$ cat src/rtl/sensor_frame_rx.sv
// ---------------------------------------------------------------------------
// sensor_frame_rx
//   Serial receiver for the sensor bus feeding the baggage drop datapath.
//   It deserialises one 48-bit frame (HEADER, S1, S2, S3, S4, CHK), MSB first
//   within each byte, and checks the header and the XOR checksum
//   (CHK = S1^S2^S3^S4). A good frame updates the registered sensor outputs.
//   A bad frame pulses frame_err and bumps a saturating error counter.
//
// Ports
//   clk         in   1      system clock, rising edge
//   rst         in   1      synchronous active-high reset
//   bit_valid   in   1      bit strobe, qualifies bit_in / frame_sync
//   bit_in      in   1      serial data bit
//   frame_sync  in   1      marks the first header bit (with bit_valid)
//   sensor1..4  out  8      last good sensor bytes
//   data_valid  out  1      a good frame has been received since reset
//   frame_ok    out  1      1-cycle pulse: good frame accepted
//   frame_err   out  1      1-cycle pulse: header or checksum mismatch
//   err_count   out  ERR_W  saturating count of frame_err pulses
// ---------------------------------------------------------------------------
module sensor_frame_rx #(
  parameter logic [7:0] HEADER = 8'hA5,
  parameter int         ERR_W  = 8
) (
  input  logic             clk,
  input  logic             rst,
  input  logic             bit_valid,
  input  logic             bit_in,
  input  logic             frame_sync,
  output logic [7:0]       sensor1,
  output logic [7:0]       sensor2,
  output logic [7:0]       sensor3,
  output logic [7:0]       sensor4,
  output logic             data_valid,
  output logic             frame_ok,
  output logic             frame_err,
  output logic [ERR_W-1:0] err_count
);

  localparam logic [1:0] ST_IDLE = 2'd0;
  localparam logic [1:0] ST_HDR  = 2'd1;
  localparam logic [1:0] ST_DATA = 2'd2;
  localparam logic [1:0] ST_CHK  = 2'd3;

  logic [1:0]       state_reg, state_next;
  logic [5:0]       bit_cnt_reg, bit_cnt_next;
  logic [7:0]       byte_reg, byte_next;
  logic [31:0]      staging_reg, staging_next;
  logic [7:0]       xor_reg, xor_next;
  logic             data_valid_reg, data_valid_next;
  logic             frame_ok_reg, frame_ok_next;
  logic             frame_err_reg, frame_err_next;
  logic [ERR_W-1:0] err_count_reg, err_count_next;
  logic             sensor_load;
  logic             err_event;
  logic [7:0]       byte_shift;

  // The byte as it will look once the current bit is shifted in; all
  // end-of-byte decisions are made on this value so that results land on
  // the edge that samples the last bit.
  assign byte_shift = {byte_reg[6:0], bit_in};

  always_comb begin
    state_next      = state_reg;
    bit_cnt_next    = bit_cnt_reg;
    byte_next       = byte_reg;
    staging_next    = staging_reg;
    xor_next        = xor_reg;
    data_valid_next = data_valid_reg;
    frame_ok_next   = 1'b0;
    frame_err_next  = 1'b0;
    err_count_next  = err_count_reg;
    sensor_load     = 1'b0;
    err_event       = 1'b0;

    if (bit_valid) begin
      if (frame_sync) begin
        // Start (or restart) a frame from any state. An aborted frame is
        // dropped silently: no error pulse, outputs untouched.
        state_next   = ST_HDR;
        bit_cnt_next = 6'd1;
        byte_next    = {7'b0, bit_in};
        xor_next     = 8'h00;
      end else begin
        case (state_reg)
          ST_HDR: begin
            byte_next    = byte_shift;
            bit_cnt_next = bit_cnt_reg + 6'd1;
            if (bit_cnt_reg == 6'd7) begin
              if (byte_shift == HEADER) begin
                state_next = ST_DATA;
              end else begin
                state_next = ST_IDLE;
                err_event  = 1'b1;
              end
            end
          end
          ST_DATA: begin
            byte_next    = byte_shift;
            staging_next = {staging_reg[30:0], bit_in};
            bit_cnt_next = bit_cnt_reg + 6'd1;
            if (bit_cnt_reg[2:0] == 3'd7) begin
              xor_next = xor_reg ^ byte_shift;
              if (bit_cnt_reg == 6'd39) begin
                state_next = ST_CHK;
              end
            end
          end
          ST_CHK: begin
            byte_next    = byte_shift;
            bit_cnt_next = bit_cnt_reg + 6'd1;
            if (bit_cnt_reg == 6'd47) begin
              state_next = ST_IDLE;
              if (byte_shift == xor_reg) begin
                sensor_load     = 1'b1;
                data_valid_next = 1'b1;
                frame_ok_next   = 1'b1;
              end else begin
                err_event = 1'b1;
              end
            end
          end
          default: begin
            // IDLE: bits without frame_sync are discarded.
          end
        endcase
      end
    end

    if (err_event) begin
      frame_err_next = 1'b1;
      if (err_count_reg != {ERR_W{1'b1}}) begin
        err_count_next = err_count_reg + 1'b1;
      end
    end
  end

  always_ff @(posedge clk) begin
    if (rst) begin
      state_reg      <= ST_IDLE;
      bit_cnt_reg    <= 6'd0;
      byte_reg       <= 8'h00;
      staging_reg    <= 32'h0;
      xor_reg        <= 8'h00;
      data_valid_reg <= 1'b0;
      frame_ok_reg   <= 1'b0;
      frame_err_reg  <= 1'b0;
      err_count_reg  <= '0;
    end else begin
      state_reg      <= state_next;
      bit_cnt_reg    <= bit_cnt_next;
      byte_reg       <= byte_next;
      staging_reg    <= staging_next;
      xor_reg        <= xor_next;
      data_valid_reg <= data_valid_next;
      frame_ok_reg   <= frame_ok_next;
      frame_err_reg  <= frame_err_next;
      err_count_reg  <= err_count_next;
    end
  end

  // One output register per sensor byte; S1 arrived first so it sits in the
  // top byte of the staging register.
  genvar gi;
  generate
    for (gi = 0; gi < 4; gi++) begin : g_sensor
      logic [7:0] sensor_byte_reg;
      always_ff @(posedge clk) begin
        if (rst) begin
          sensor_byte_reg <= 8'h00;
        end else if (sensor_load) begin
          sensor_byte_reg <= staging_reg[31-8*gi -: 8];
        end
      end
    end
  endgenerate

  assign sensor1    = g_sensor[0].sensor_byte_reg;
  assign sensor2    = g_sensor[1].sensor_byte_reg;
  assign sensor3    = g_sensor[2].sensor_byte_reg;
  assign sensor4    = g_sensor[3].sensor_byte_reg;
  assign data_valid = data_valid_reg;
  assign frame_ok   = frame_ok_reg;
  assign frame_err  = frame_err_reg;
  assign err_count  = err_count_reg;

endmodule

$ cat config.mk
export PLATFORM = sky130hd
export DESIGN_NAME = sensor_frame_rx
export DESIGN_NICKNAME = d
export VERILOG_FILES = /design/src/rtl/sensor_frame_rx.sv
export SDC_FILE = /design/constraint.sdc
export NUM_CORES = 1
export LEC_CHECK = 0
export ABC_AREA = 1
export BUFFER_PORTS_ARGS = -buffer_cell sky130_fd_sc_hd__buf_2
export CELL_PAD_IN_SITES_DETAIL_PLACEMENT = 0
export CELL_PAD_IN_SITES_GLOBAL_PLACEMENT = 1
export CORE_MARGIN = 2
export CORE_UTILIZATION = 42
export DETAILED_ROUTE_END_ITERATION = 8
export PLACE_DENSITY_LB_ADDON = 0.1
export SYNTH_ARGS = -nofsm -noshare
export SYNTH_HDL_FRONTEND = slang
export SYNTH_SLANG_ARGS = --single-unit
export TNS_END_PERCENT = 50
$ cat constraint.sdc
create_clock -name clk -period 2.2 [get_ports clk]
set_clock_uncertainty 0.05 [all_clocks]
set_input_delay 0.11 -clock clk [delete_from_list [all_inputs] [get_ports clk]]
set_output_delay 0.11 -clock clk [all_outputs]
set_load 0.02 [all_outputs]
Word-level counts from Yosys, hierarchy flattened
Cells that the tools add are included.

Equal/unequal tests: 14. Add/sub/neg operators: 2. Bitwise logic cells: 2. Reduce and logical (&&, ||, !) cells: 11. Multiplexer cells: 27.

Operator list (count): $mux W8 (3); $mux W7 (2); $eq A6 B6 Y1 const B (2); $mux W1 (12); $mux W2 (6); $mux W6 (2); $ne A3 B3 Y1 const B (4); $add A8 B1 Y8 const B (1); $eq A8 B8 Y1 (1); $eq A8 B8 Y1 const B (1); $ne A8 B8 Y1 const B (1); $xor A8 B8 Y8 (1); $add A6 B1 Y6 const B (1); $eq A6 B3 Y1 const B (1); $pmux W2 S3 (1); $reduce_and A3 Y1 (2); $reduce_and A6 Y1 (1); $reduce_bool A2 Y1 (3); $reduce_and A5 Y1 (1); $eq A2 B2 Y1 const B (2); $reduce_and A2 Y1 (2); $reduce_bool A4 Y1 (1); $eq A3 B3 Y1 const B (1); $reduce_or A3 Y1 (1); other kinds (3) (3).

Input bits: 5. Word-level logic and storage cells: 69. Flip-flop bits (word level): 98.

Depth between registers and ports, before layout
Gate-level depths: netlist (run 1).

Depth after elaboration: 7. Depth in mapped cells: 12.

Worst setup path after synthesis (run 1)
OpenSTA, ideal clock, no wires.

Kind: register to register. Start point: reg err_count_reg[0] (netlist: err_count[0]). End point: reg err_count_reg[5] (netlist: err_count[5]). Slack: 563 ps. Required time: 2080 ps. Stages on the path, launching flop included: 8. Library setup time: 70 ps. Data arrival time: 1518 ps. Period minus slack after synthesis: 1637 ps. Buffers on the path: 0. Cell sequence: dfxtp_1 ha_1 nand2_1 nor3b_2 nand2_1 nand2_1 nand2_1 a21oi_1.

Longest elaborated chain between the ends: 2. Elaborated cells on any way between the ends: 3. Those cells by class: 1 x add/sub; 1 x eq/ne; 1 x reduce/logical.

Ends and longest elaborated chain: start, declared (line 53) `logic [ERR_W-1:0] err_count_reg, err_count_next;`; start signal, assigned (line 158) `err_count_reg <= err_count_next;`; parallel branches: the longest is 2 deep, another holds $add A8 B1 Y8.

Several ways; the timed one is not identified. A chain may end at the register's enable or synchronous reset.

Worst setup path in the final report (run 1)
Start point: reg bit_cnt_reg[0]. End point: reg err_count_reg[7] (netlist: err_count[7]).

Longest elaborated chain between the ends: 6. Elaborated cells on any way between the ends: 8. Those cells by class: 2 x eq/ne; 5 x mux; 1 x reduce/logical.

Ends and longest elaborated chain: start, declared (line 46) `logic [5:0] bit_cnt_reg, bit_cnt_next;`; start signal, assigned (line 151) `bit_cnt_reg <= bit_cnt_next;`; $eq A6 B6 Y1 or $eq A6 B3 Y1 (tied branches) (line 112, 89); $mux W1 (on tied branches) (line 112, 89); $pmux W1 S2 * (line 85) `case (state_reg)`; $mux W1 * (line 77) `if (frame_sync) begin`; $mux W1 * (line 76) `if (bit_valid) begin`; $reduce_and A2 Y1 (no line) *.

Mark *: on every way between the ends. The rest lies on a longest branch, timed or not.

==> metrics, run 1 <==
post-CTS resize count=0; CTS Buf Count=9; antenna violations before repair=0; Total Die Area=around 0.010 mm2; FILL cells=between 900 and 1000; CP max-delay cell=dfxtp_1; hold-fix buffers at CTS=0; worst hold slack=0.02516 ns; first-pass GRT wire length=~15000 um; Seq/Total Area, Yosys=approximately half; depth of the CTS H-tree=3; distinct cell type count after synthesis=28; syn avg cell area=about 7.5 um2; DRC Markers=0; flops & latches, synth=between 90 and 100; Crit path top cell by count=nand2_1; final hold violation count=0; RR Endpoint=err_count[7]; drt wl/cell=roughly 12 um; clock share of power=around two fifths; Worst EP arrival=2.04 ns; most frequent cells in the layout=nor2_1 (106), dfxtp_1 (98), nand2_1 (88); share of layout cells above drive strength 1=between 10% and 20%; Max-cap violations=0; Synth Warn #=0; Reg2Reg Depth=10; FF-to-FF setup slack=0.35 ns; Buffers on Ports=47; RR Startpoint=bit_cnt_reg[0]; Post-Syn Area=0.004020 mm2; Post-DRT Antenna Nets=0; leading cell type in the layout, fill and taps excluded=nor2_1; Slew Limit Fails=0; IO Pins=48; Slowest Stage Delay on Critical Path=0.39 ns; clock-pin slew on the worst setup and hold paths=approximately 0.1 ns; core area=~0.0093 mm2; largest net degree at the start of global routing=between 50 and 60; Switching Share=23.84%; Slew @ Worst Pin=0.4991 ns; Min Clock Period, post-route=approximately 1.8 ns; fin area=around 0.0046 mm2; f_max=around 0.54 GHz; setup tns final=0 ns; critical path peak fanout=6; Post-DP HPWL=~5500 um; Flop pwr share=between 50 and 60%; CP Capture Type=flop; setup bufs post-CTS=0; max reg flops=32; Sw Pwr=between 0.7 and 0.8 mW; Site Rows=35; crit path cell chain=ha_1 -> nand3_1 -> inv_1 -> nand2_1 -> nor3_2 -> nand2_1 -> nand2_1 -> nand2_1 -> nand2_1 -> a21oi_1; synthesized net count=542; DRT Wirelength=roughly 8400 um; DP Area=roughly 0.0043 mm2; Setup CP Type=reg2reg; period utilization=between 80% and 90%; CTS tree=built; RSZ-0062 raised after global routing=false; Worst Hold Class=in2reg; # setup viols final=0; vias in the first global route=between 3000 and 4000; GRT Util Overall=17.44%; Comb pwr share=about 2.8%; Power Density=678.0 mW/mm2; maximum VDD drop=just under 0.4 mV; CP Launch Type=flop; drt pass-1 iters=4; Int Pwr=between 2 and 2.5 mW; routability cong.=between 0.8 and 0.9; WHS Path Cells=3; grt total ovfl=0; Nets=585; # clock sinks=approximately 100; Clock Path Buffers=2; Die Y=around 100 um; antenna diode count=0; status=finished, final reports clean; Worst Hold End=staging_reg[0]; Slew HR=66.73%; Pleak=~2.1 nW; register area=0.001962 mm2; hold path startpoint=bit_in; Clock Latency Late Sink=between 0.3 and 0.4 ns; Area Growth Syn to Fin=13.26%; Starting Density=between 40% and 50%; Mapped Cells=approximately 530; area of the multi-input gates=0.001779 mm2; Root Driver=clkbuf_8; via count=roughly 3400; routed vias/inst=4.738; CP required=roughly 2.4 ns; First DRT Iteration DRCs=95; Chip Width=between 100 and 150 um
[critical path: cells and delay by family, from the launching register on]
| family | cells | cell delay [ns] |
|---|---|---|
| flops | 1 | 0.39 |
| simple gates | 7 | 0.94 |
| buf+inv | 1 | 0.07 |
| compound gates | 1 | 0.06 |
| fa+ha+maj | 1 | 0.22 |
[Yosys cell counts]
| cell | instances | area share [%] |
|---|---|---|
| ha_1 | 3 | 0.93 |
| nand4_1 | 1 | 0.16 |
| nor3b_2 | 1 | 0.31 |
| o21ai_0 | 38 | 4.7 |
| nor2_1 | 106 | 9.9 |
| nand3_1 | 27 | 3.4 |
| inv_1 | 30 | 2.8 |
| nor3b_1 | 1 | 0.19 |
| clkbuf_1 | 12 | 1.1 |
| nand2_2 | 1 | 0.16 |
| o21ai_1 | 28 | 3.5 |
| dfxtp_1 | 98 | 49 |
| nor3_2 | 1 | 0.25 |
| inv_4 | 1 | 0.16 |
| inv_2 | 2 | 0.19 |
| buf_6 | 7 | 2.0 |
| nand3b_1 | 2 | 0.37 |
| buf_2 | 5 | 0.62 |
| nor3_1 | 6 | 0.75 |
| xor2_1 | 5 | 1.1 |
| o21a_1 | 2 | 0.37 |
| nor2_4 | 1 | 0.28 |
| clkinv_1 | 1 | 0.093 |
| a211oi_1 | 1 | 0.19 |
| nor2_2 | 30 | 4.7 |
| nand2_1 | 88 | 8.2 |
| a21oi_1 | 35 | 4.4 |
| nor2_8 | 1 | 0.50 |
[worst max path at each step]
stage                    from            to  slack (ns)  cells past startpoint
6_report       bit_cnt_reg[0]  err_count[7]        0.35                     10
3_5_place_dp   bit_cnt_reg[0]  err_count[7]        0.37                     10
5_1_grt        bit_cnt_reg[0]  err_count[3]        0.09                     10
2_1_floorplan    err_count[0]  err_count[5]        0.56                      7
3_3_place_gp   bit_cnt_reg[0]  err_count[1]        0.41                     10
4_1_cts        bit_cnt_reg[0]  err_count[7]        0.35                     10
[kinds of logic after synthesis]
logic type                 share of synthesized area [%]
DFF                                                48.80
AOI/OAI and AO/OA                                  13.13
buffers and inverters                              6.941
adders and majority gates                         0.9338
and+or+nand+nor                                    29.10
xor gates and xnor gates                           1.089
[through the flow]
step	cells	setup WS [ns]	util [%]	power, mW
6_report	711	0.3523	49.04	3.087
5_1_grt	711	0.08810	49.04	3.219
4_1_cts	711	0.3506	49.04	3.142
3_5_place_dp	695	0.3693	46.83	1.913
3_3_place_gp	695	0.4069	46.83	1.913
2_1_floorplan	534	0.5626	-	1.883
[layout make-up]
cell class	instances	area share, %
clock buffer	9	2.721
clock inverter	7	1.786
inverter	34	2.858
multi-input combinational	378	39.08
sequential	98	43.09
tap	129	3.545
timing repair buffer	56	6.925
[power by group through the flow]
stage               clock [mW]  combinational [mW]  sequential [mW]
finish                    1.22              0.0878             1.78
global route              1.33               0.100             1.78
CTS                       1.27              0.0900             1.78
detailed placement           0              0.0896             1.82
global placement             0              0.0901             1.82
floorplan                    0              0.0606             1.82
[per-layer routing]
metal	global-route usage [%]	wire length, um
met2	29.05	3891
met5	0	0
met3	5.130	305
met1	22.43	4139
met4	4.103	67
Power figures use the tool's default switching activity.
==> run 2, diff against run 1 <==
==> constraint.sdc (replaced) <==
create_clock -name clk -period 1.8 [get_ports clk]
set_clock_uncertainty 0.05 [all_clocks]
set_input_delay 0.09 -clock clk [delete_from_list [all_inputs] [get_ports clk]]
set_output_delay 0.09 -clock clk [all_outputs]
set_load 0.02 [all_outputs]
==> metrics, run 2 (synthesis results as in run 1) <==
max reg flops=32 (unchanged); Buffers on Ports=47 (unchanged); Nets=597 (+2.1%); vias in the first global route=3179 (-0.28%); Min Clock Period, post-route=1.731 ns (-0.1168 ns); Area Growth Syn to Fin=20.01%; share of layout cells above drive strength 1=22.56% (+3.7 points); Starting Density=43.30% (unchanged); period utilization=96.16% (+12 points); antenna diode count=0 (unchanged); first-pass GRT wire length=14800 um (+1.4%); largest net degree at the start of global routing=68 (+17%); FILL cells=956 (-3.7%); worst hold slack=0.03913 ns (+0.01397 ns); Setup CP Type=reg2reg; Slowest Stage Delay on Critical Path=0.38 ns (about the same); crit path cell chain=ha_4 -> nand3_4 -> inv_2 -> nand2_4 -> nor3_4 -> inv_2 -> nor2_8 -> buf_6 -> buf_12 -> o21ai_1 -> a21oi_1; Site Rows=35 (unchanged); total power=3.830 mW (+24%); Worst Hold Class=in2reg; CTS Buf Count=9 (unchanged); # clock sinks=98 (unchanged); # setup viols final=0 (unchanged); fin area=0.004825 mm2 (+6.0%); CTS tree=built; First DRT Iteration DRCs=112 (+18%); worst path bufs/invs=4 (+3); CP max-delay cell=dfxtp_4; drt pass-1 iters=4 (unchanged); RSZ-0062 raised after global routing=true; GRT Util Overall=17.89% (+0.46 points); Post-DP HPWL=5642 um (+3.3%); Slew @ Worst Pin=0.4518 ns (-0.04726 ns); leading cell type in the layout, fill and taps excluded=nor2_1; Root Driver=clkbuf_8; CP Launch Type=flop; Worst path top cell family by delay=simple AND/OR/NAND/NOR gates; Power Density=793.9 mW/mm2 (+17%); Post-Route Utilization=51.97% (+2.9 points); DRC Markers=0 (unchanged); status=finished, final reports clean; clock-pin slew on the worst setup and hold paths=0.11 ns (about the same); Post-DRT Antenna Nets=0 (unchanged); depth of the CTS H-tree=3 (unchanged); Slew HR=69.79% (+3.1 points); maximum VDD drop=0.4507 mV (+15%); Slew Limit Fails=0 (unchanged); antenna violations before repair=0 (unchanged); DRT Wirelength=9177 um (+9.2%); Max-cap violations=0 (unchanged); final hold violation count=0 (unchanged); core area=0.009284 mm2 (unchanged); Pleak=2.235 nW (+4.9%); grt total ovfl=0 (unchanged); Crit path top cell by count=inv_2; Clock Path Buffers=2 (unchanged); Die Y=101.8 um (unchanged); DP Area=0.004375 mm2 (+0.63%); drt wl/cell=12.69 um (+7.4%); f_max=0.5777 GHz (+6.7%); Chip Width=101.8 um (unchanged); critical path peak fanout=8 (+2); CP required=2.05 ns (-0.34 ns); Total Die Area=0.01037 mm2 (unchanged); Worst EP arrival=1.98 ns (-0.06 ns); IO Pins=48 (unchanged); FF-to-FF setup slack=0.07 ns (-0.28 ns); Clock Latency Late Sink=0.36 ns (about the same); routed vias/inst=4.805 (+1.4%); CP Capture Type=flop; routability cong.=0.7756 (-3.2%); via count=3474 (+3.1%); most frequent cells in the layout=nor2_1 (103), dfxtp_1 (96), nand2_1 (85)
## run 2: changes by cell type in the layout (fill, tap and decap cells not counted), moves of 3 or more
cell	change
buf_6	+3
nor2_1	-3
nand2_1	-3
nor2_2	+3
o21ai_0	-3
buf_12	+3
## run 2: area by class of cell
cell class	count	area [um2]	share of cell area, %
clock buffer	9	123.9	2.567
clock inverter	7	93.84	1.945
inverter	34	140.1	2.905
multi-input combinational	378	1838	38.10
sequential	98	1967	40.77
tap	129	161.4	3.345
timing repair buffer	67	491.7	10.19
timing repair inverter	1	8.758	0.1815
## run 2: where the power goes
group	internal, mW	total (mW)	switching (mW)
Sequential	2.17	2.18	0.00626
Clock	0.681	1.54	0.855
Combinational	0.0349	0.116	0.0810
Total	2.89	3.83	0.942
## run 2: path summary, 6_finish.rpt
kind,startpoint,endpoint,cells after the start
setup / recovery,bit_cnt_reg[1],sensor1[7],11
hold / removal,bit_valid,bit_cnt_reg[0],3
setup reg to reg,bit_cnt_reg[1],sensor1[7],11
hold reg to reg,staging_reg[31],staging_reg[31],2
## run 2: worst min-delay path, cell delays in order
cell and delay, ns:
buf_2 0.14, a21oi_1 0.14, a211oi_1 0.05
## run 2: stage by stage
| stage | worst slack [ns] | std cells | setup TNS (ns) |
|---|---|---|---|
| floorplan | 0.1626 | 534 | 0 |
| global placement | 0.03832 | 697 | 0 |
| detailed placement | 0.02144 | 697 | 0 |
| CTS | 0.001585 | 714 | 0 |
| global route | -0.05229 | 723 | -0.9294 |
| finish | 0.06903 | 723 | 0 |
## run 2: timing repair
action / in CTS / in global routing
endpoints found under the setup margin: 0 / 43
hold buffers: 1 / 0
hold endpoints to repair: 1 / 0
gates resized for setup: 0 / 30
setup buffers: 0 / 6
## run 2: layer usage
metal	share of wire, %	track usage, %	up-vias
met3	3.6	3.967	7
met2	45	29.00	49
li1	-	-	1824
met5	0	0	-
met4	1.0	4.615	0
met1	51	24.37	1594
